### src/rtl/vga_scan.sv
// ============================================================================
// Module   : vga_scan
// Brief    : VGA raster scanner: pixel/line counters, registered rgb and
//            active-low sync outputs. Optional frame counter under the macro
//            VGA_SCAN_FRAME_EN.
// Revision : 1.0 - initial release
// ============================================================================
`default_nettype none

module vga_scan #(
    parameter int H_DISPLAY = 640,
    parameter int H_FRONT   = 16,
    parameter int H_SYNC    = 96,
    parameter int H_BACK    = 48,
    parameter int V_DISPLAY = 480,
    parameter int V_FRONT   = 10,
    parameter int V_SYNC    = 2,
    parameter int V_BACK    = 33
) (
    input  logic       clk,
    input  logic       reset,
    output logic [9:0] pix_x,
    output logic [9:0] pix_y,
    input  logic [5:0] color,
    output logic [5:0] rgb,
    output logic       hsync,
    output logic       vsync,
    output logic       frame_start
`ifdef VGA_SCAN_FRAME_EN
    ,
    output logic [7:0] frame
`endif
);

    localparam logic [9:0] c_H_LAST     = 10'(H_DISPLAY + H_FRONT + H_SYNC + H_BACK - 1);
    localparam logic [9:0] c_V_LAST     = 10'(V_DISPLAY + V_FRONT + V_SYNC + V_BACK - 1);
    localparam logic [9:0] c_H_DISP     = 10'(H_DISPLAY);
    localparam logic [9:0] c_V_DISP     = 10'(V_DISPLAY);
    localparam logic [9:0] c_HS_FIRST   = 10'(H_DISPLAY + H_FRONT);
    localparam logic [9:0] c_HS_LAST    = 10'(H_DISPLAY + H_FRONT + H_SYNC - 1);
    localparam logic [9:0] c_VS_FIRST   = 10'(V_DISPLAY + V_FRONT);
    localparam logic [9:0] c_VS_LAST    = 10'(V_DISPLAY + V_FRONT + V_SYNC - 1);

    logic [9:0] r_x;
    logic [9:0] r_y;
    logic [5:0] r_rgb;
    logic       r_hsync;
    logic       r_vsync;
    logic       r_frame_start;

    logic w_x_wrap;
    logic w_y_wrap;
    logic w_display_on;
    logic w_hsync_raw;
    logic w_vsync_raw;
    logic w_origin;

    assign w_x_wrap     = (r_x == c_H_LAST);
    assign w_y_wrap     = (r_y == c_V_LAST);
    assign w_display_on = (r_x < c_H_DISP) && (r_y < c_V_DISP);
    assign w_hsync_raw  = !((r_x >= c_HS_FIRST) && (r_x <= c_HS_LAST));
    assign w_vsync_raw  = !((r_y >= c_VS_FIRST) && (r_y <= c_VS_LAST));
    assign w_origin     = (r_x == 10'd0) && (r_y == 10'd0);

    // Counters advance and outputs register from the pre-edge counter values,
    // so rgb/hsync/vsync/frame_start all lag pix_x/pix_y by exactly one clock.
    always_ff @(posedge clk) begin
        if (reset) begin
            r_x           <= 10'd0;
            r_y           <= 10'd0;
            r_rgb         <= 6'd0;
            r_hsync       <= 1'b1;
            r_vsync       <= 1'b1;
            r_frame_start <= 1'b0;
        end else begin
            r_x <= w_x_wrap ? 10'd0 : r_x + 10'd1;
            if (w_x_wrap) begin
                r_y <= w_y_wrap ? 10'd0 : r_y + 10'd1;
            end
            r_rgb         <= w_display_on ? color : 6'd0;
            r_hsync       <= w_hsync_raw;
            r_vsync       <= w_vsync_raw;
            r_frame_start <= w_origin;
        end
    end

`ifdef VGA_SCAN_FRAME_EN
    logic [7:0] r_frame;

    always_ff @(posedge clk) begin
        if (reset) begin
            r_frame <= 8'd0;
        end else if (w_x_wrap && w_y_wrap) begin
            r_frame <= r_frame + 8'd1;
        end
    end

    assign frame = r_frame;
`endif

    assign pix_x       = r_x;
    assign pix_y       = r_y;
    assign rgb         = r_rgb;
    assign hsync       = r_hsync;
    assign vsync       = r_vsync;
    assign frame_start = r_frame_start;

endmodule

`default_nettype wire
### config.mk
export PLATFORM = sky130hd
export DESIGN_NAME = vga_scan
export DESIGN_NICKNAME = d
export VERILOG_FILES = /design/src/rtl/vga_scan.sv
export SDC_FILE = /design/constraint.sdc
export NUM_CORES = 1
export LEC_CHECK = 0
export CORE_AREA = 3 3 70 46
export CTS_BUF_LIST = sky130_fd_sc_hd__clkbuf_16
export CTS_CLUSTER_SIZE = 30
export DETAILED_ROUTE_END_ITERATION = 10
export DIE_AREA = 0 0 73 49
export GPL_TIMING_DRIVEN = 1
export PLACE_DENSITY = 0.85
export SYNTH_ARGS = -nofsm -noshare
export SYNTH_HDL_FRONTEND = slang
export SYNTH_SLANG_ARGS = --single-unit
### constraint.sdc
create_clock -name clk -period 4.3 [get_ports clk]
set_input_delay 0.43 -clock clk [delete_from_list [all_inputs] [get_ports clk]]
set_output_delay 0.43 -clock clk [all_outputs]
set_load 0.005 [all_outputs]
== After elaboration in Yosys (flattened, before gate mapping) ==
Index checks and enable logic that the tools add are counted.
Word-level totals
  flip-flop bits (word level): 29
  logic and storage cells: 28
Cells by class
  add/sub/neg operators: 2
  magnitude comparators: 6
  equal/unequal tests: 2
  multiplexer cells: 1
  bitwise operators: 1
  reductions and logical operators: 10
Operators with widths (count)
  $add A10 B1 Y10 const B: 2
  $eq A10 B10 Y1 const B: 2
  $logic_not A10 Y1: 2
  $ge A10 B10 Y1 const B: 1
  $ge A10 B9 Y1 const B: 1
  $le A10 B10 Y1 const B: 1
  $le A10 B9 Y1 const B: 1
  $lt A10 B10 Y1 const B: 1
  $lt A10 B9 Y1 const B: 1
  $mux W10: 1
  $logic_and A1 B1 Y1: 4
  $reduce_or A2 Y1: 2
  $logic_not A1 Y1: 2
  $not A1 Y1: 1

== Depth between registers and ports, before layout ==
  depth in word-level cells: 4
  mapped depth: 7
  mapped depth without buffers: 6

== Worst setup path after synthesis ==
No wires, ideal clock.
  path kind: register to register
  start point: register r_x[0] (netlist: pix_x[0])
  end point: register r_y[8] (netlist: pix_y[8])
  data arrival time: 1582 ps
  data required time: 4232 ps
  path slack: 2650 ps
  cell stages (with the launch flop): 7
  period minus slack after synthesis: 1650 ps
  cells stage by stage: dfxtp_1 -> ha_1 -> and4_1 -> buf_4 -> nand4_4 -> or4_4 -> a21oi_2
On the way
  word-level cells in the longest chain between the ends: 1
RTL lines
  start: declaration: line 44  | logic [9:0] r_x;
  start signal: assignment: line 76  | r_x <= w_x_wrap ? 10'd0 : r_x + 10'd1;
  $eq A10 B10 Y1: line 58  | assign w_x_wrap = (r_x == c_H_LAST);
  end signal: assignment: line 78  | r_y <= w_y_wrap ? 10'd0 : r_y + 10'd1;
  end: declaration: line 45  | logic [9:0] r_y;
Every way passes these cells.
A chain may end at the register's enable or synchronous reset.

== Worst setup path in the final report ==
  start point: register r_x[0] (netlist: pix_x[0])
  end point: register r_y[3] (netlist: pix_y[3])
Same word-level chain as after synthesis.

==> tab_implementation.tex <==
\begin{tabular}{lr}
\hline
Metric & Value \\
\hline
\multicolumn{2}{l}{\textbf{Status}} \\
\quad Status & finished clean \\
\multicolumn{2}{l}{\textbf{GRT}} \\
\quad Maximum number of pins on one net before global-route repair & 10 \\
\quad Wire length of the first global-routing pass & 5430 µm \\
\quad Number of global-route vias before repair & 1131 \\
\quad Number of antenna violations at the first check in global routing & 0 \\
\quad Residual overflow from global routing & 0 \\
\quad Combined global-route utilization of all metal layers & 0.202 \\
\multicolumn{2}{l}{\textbf{Clocking}} \\
\quad Post-cts gate resize count & 0 \\
\quad Clock tree from TritonCTS & yes \\
\quad Clock root buffer & sky130\_fd\_sc\_hd\_\_clkbuf\_16 \\
\quad Post-CTS Setup Bufs & 0 \\
\quad Sink count of the clock tree & 29 \\
\quad Worst-Skew Late Latency & 0.27 ns \\
\quad Clock H-tree levels & 2 \\
\quad CTS Buffer Depth & 2 \\
\quad TritonCTS buffer count & 5 \\
\quad Clock-pin slew on the worst setup and hold paths & 0.05 ns \\
\quad Hold-fix buffers, CTS & 0 \\
\multicolumn{2}{l}{\textbf{Placed design}} \\
\quad Placed Instance Area & 1680 µm² \\
\quad Routability congestion estimate & 0.835 \\
\quad Post-detail-place hpwl & 2310 µm \\
\quad Placed instance count & 207 \\
\quad Number of I/O port buffers & 36 \\
\multicolumn{2}{l}{\textbf{Synthesis}} \\
\quad Summed instance area of the synthesized netlist & 1300 µm² \\
\quad Predominant post-synthesis flop cell & sky130\_fd\_sc\_hd\_\_dfxtp\_1 \\
\quad Most frequent cell after synthesis & sky130\_fd\_sc\_hd\_\_dfxtp\_1 \\
\quad Proportion of synthesized chip area in sequential cells & 0.447 \\
\quad Count of flip-flops with a built-in enable after synthesis & 0 \\
\quad Avg Synthesized Cell Area & 9.09 µm² \\
\quad Count of synthesis-stage warnings from yosys & 0 \\
\quad Largest cells by area after synthesis & sky130\_fd\_sc\_hd\_\_dfxtp\_1, sky130\_fd\_sc\_hd\_\_xor2\_1, sky130\_fd\_sc\_hd\_\_ha\_1, sky130\_fd\_sc\_hd\_\_nand2\_1, sky130\_fd\_sc\_hd\_\_nor2\_1 \\
\quad Most frequent cells after synthesis & sky130\_fd\_sc\_hd\_\_dfxtp\_1, sky130\_fd\_sc\_hd\_\_nand2\_1, sky130\_fd\_sc\_hd\_\_nor2\_1, sky130\_fd\_sc\_hd\_\_and2\_1, sky130\_fd\_sc\_hd\_\_nand3\_1 \\
\quad Number of distinct library cell variants in the gate-level netlist after synthesis & 34 \\
\quad Register bit count reported by yosys & 29 \\
\quad Synth area leader & sky130\_fd\_sc\_hd\_\_dfxtp\_1 \\
\quad Async SR Flop Fraction & 0 \\
\quad Number of nets produced by synthesis & 155 \\
\quad Top-area cell type share of the netlist area & 0.447 \\
\quad Synth Instances & 143 \\
\multicolumn{2}{l}{\textbf{Timing}} \\
\quad Final period util & 0.473 \\
\quad Unrepaired setup endpoints after global routing & no \\
\quad Setup Skew & 0.00385 ns \\
\quad Max frequency & 491 MHz \\
\quad Max Slew Vio Count & 0 \\
\quad Slew margin rel. & 0.529 \\
\quad Final setup violation count & 0 \\
\quad Actual slew at the worst max-slew pin & 0.696 ns \\
\quad Post-layout minimum cycle time & 2.03 ns \\
\quad Total negative setup slack & 0 ns \\
\quad Final hold vios & 0 \\
\multicolumn{2}{l}{\textbf{Setup path}} \\
\quad Worst reg2reg setup slack & 2.27 ns \\
\quad Critical Path, Cell by Cell & ha\_1 -> and4\_1 -> nand3\_2 -> o21ai\_1 -> a21oi\_1 \\
\quad Critical R2R Launch & pix\_x[0] \\
\quad Crit path required time & 4.42 ns \\
\quad Setup CP Type & flip-flop to flip-flop \\
\quad Endpoint arrival time on the critical path & 2.15 ns \\
\quad Critical Path Source & pix\_x[0] \\
\quad Setup crit end & pix\_y[3] \\
\quad Endpoint of the worst-slack reg-to-reg timing path & pix\_y[3] \\
\quad Delay of the slowest critical-path stage & 0.50 ns \\
\quad Critical path capture point type & flip-flop \\
\quad Cell with the largest stage delay on the worst path & sky130\_fd\_sc\_hd\_\_o21ai\_1 \\
\quad Logic depth of the worst register-to-register path & 5 \\
\quad Max FO, Critical Path & 7 \\
\quad Element type at the critical path start & flip-flop \\
\multicolumn{2}{l}{\textbf{Cells and area}} \\
\quad Number of fill cells & 183 \\
\quad Final std cells w/o fill & 214 \\
\quad Final Util & 0.712 \\
\quad Antenna Cells & 0 \\
\quad Final net count & 194 \\
\quad Layout area overhead & 39.2\% \\
\quad Layout cells sized above 1 & 0.0604 \\
\quad Post-route standard cell area excluding fillers & 1810 µm² \\
\multicolumn{2}{l}{\textbf{Floorplan}} \\
\quad Height of the chip & 49 µm \\
\quad I/O pins & 37 \\
\quad Starting Density & 0.512 \\
\quad Die extent in x & 73 µm \\
\quad Row Count & 14 \\
\quad Die ar. & 3580 µm² \\
\quad Area of the core region & 2540 µm² \\
\multicolumn{2}{l}{\textbf{Drt}} \\
\quad Detail-routed via count per cell & 5.62 \\
\quad Length of the first detailed-routing pass in iterations & 4 \\
\quad Number of nets with antenna violations after detailed routing & 0 \\
\quad Number of vias in the routed layout & 1203 \\
\quad Number of DRC markers after the initial detailed-route iteration & 83 \\
\quad Wire length after detailed routing & 3300 µm \\
\quad Routed wire per std cell & 15.4 µm \\
\quad DRC violation count after routing & 0 \\
\multicolumn{2}{l}{\textbf{Pwr}} \\
\quad Max rail drop VDD & 0.206 mV \\
\quad Power per unit of standard cell area & 345 nW/µm² \\
\quad Final Power & 0.624 mW \\
\quad Leakage power & 0.673 nW \\
\multicolumn{2}{l}{\textbf{Worst hold path}} \\
\quad Tightest Hold Check Type & flip-flop to flip-flop \\
\multicolumn{2}{l}{\textbf{Flow run}} \\
\quad Max capacitance violation total & 0 \\
\hline
\end{tabular}
-- cells in the final DEF (no fill, tap or decap), types with 2 or more instances in the layout --
master	count
sky130_fd_sc_hd__inv_1	7
sky130_fd_sc_hd__nor2_1	13
sky130_fd_sc_hd__and4_1	3
sky130_fd_sc_hd__and2_1	7
sky130_fd_sc_hd__nand2_1	13
sky130_fd_sc_hd__or3_1	4
sky130_fd_sc_hd__nand4_1	4
sky130_fd_sc_hd__dfxtp_1	29
sky130_fd_sc_hd__clkdlybuf4s50_1	36
sky130_fd_sc_hd__and3_1	6
sky130_fd_sc_hd__nor4_1	3
sky130_fd_sc_hd__nor3_1	3
sky130_fd_sc_hd__nor2b_1	2
sky130_fd_sc_hd__a21oi_1	5
sky130_fd_sc_hd__ha_1	4
sky130_fd_sc_hd__o21ai_0	5
sky130_fd_sc_hd__xor2_1	6
sky130_fd_sc_hd__and3b_1	2
sky130_fd_sc_hd__xnor2_1	5
sky130_fd_sc_hd__clkbuf_16	5
sky130_fd_sc_hd__nand3_1	7
-- flip-flops by register name (all words and copies together) (netlist names) --
signal       count
hsync            1
vsync            1
frame_start      1
pix_y           10
rgb              6
pix_x           10
-- per-stage QoR --
step	setup WS (ns)	hold slack, ns
6_report	2.27	0.498
5_1_grt	2.11	0.534
4_1_cts	2.28	0.507
3_5_place_dp	2.27	0.492
3_3_place_gp	2.33	0.466
2_1_floorplan	2.65	0.455
-- layer usage --
metal | wire [µm] | up-vias | global-route usage
li1 | - | 572 | -
met1 | 1490 | 551 | 0.278
met2 | 1390 | 70 | 0.261
met3 | 343 | 10 | 0.0741
met4 | 73 | 0 | 0.120
met5 | 0 | - | 0
-- power by group --
part	internal, mW	switching [mW]
Clock	0.205	0.104
Sequential	0.276	0.00455
Combinational	0.0218	0.0127
Total	0.503	0.121
-- how the worst min path moves through the flow --
stage | start | end | depth (start not counted)
3_5_place_dp | pix_x[7] | hsync | 1
5_1_grt | pix_x[0] | pix_x[0] | 1
3_3_place_gp | pix_x[0] | pix_x[0] | 1
4_1_cts | pix_x[0] | pix_x[0] | 1
6_report | pix_x[0] | pix_x[0] | 1
2_1_floorplan | pix_x[7] | hsync | 1
-- worst max-delay path: cells and delay by family (launching register included) --
| kind | cells | cell delay, ns |
|---|---|---|
| fa+ha+maj | 1 | 0.23 |
| compound gates | 2 | 0.63 |
| simple gates | 2 | 0.61 |
| flops | 1 | 0.41 |
-- layout make-up --
class	instances	area, µm²	share of cell area
clock buffers	5	125	0.0692
clock inverters	2	7.51	0.00415
inverters	6	22.5	0.0124
multi-input cells	104	673	0.372
flip-flops and latches	29	581	0.321
well taps	32	40.0	0.0221
repair buffers	36	360	0.199
-- kinds of logic (layout without fill, tap and decap cells) --
kind of cell,count (synthesis),after routing,synth area share
simple gates,74,74,0.336
compound gates,14,14,0.0616
mux,1,1,0.00770
flops,29,29,0.447
fa+ha+maj,4,4,0.0385
buf+inv,10,49,0.0356
xor+xnor,11,11,0.0741
Note: power is estimated with default switching activity, not from simulation.
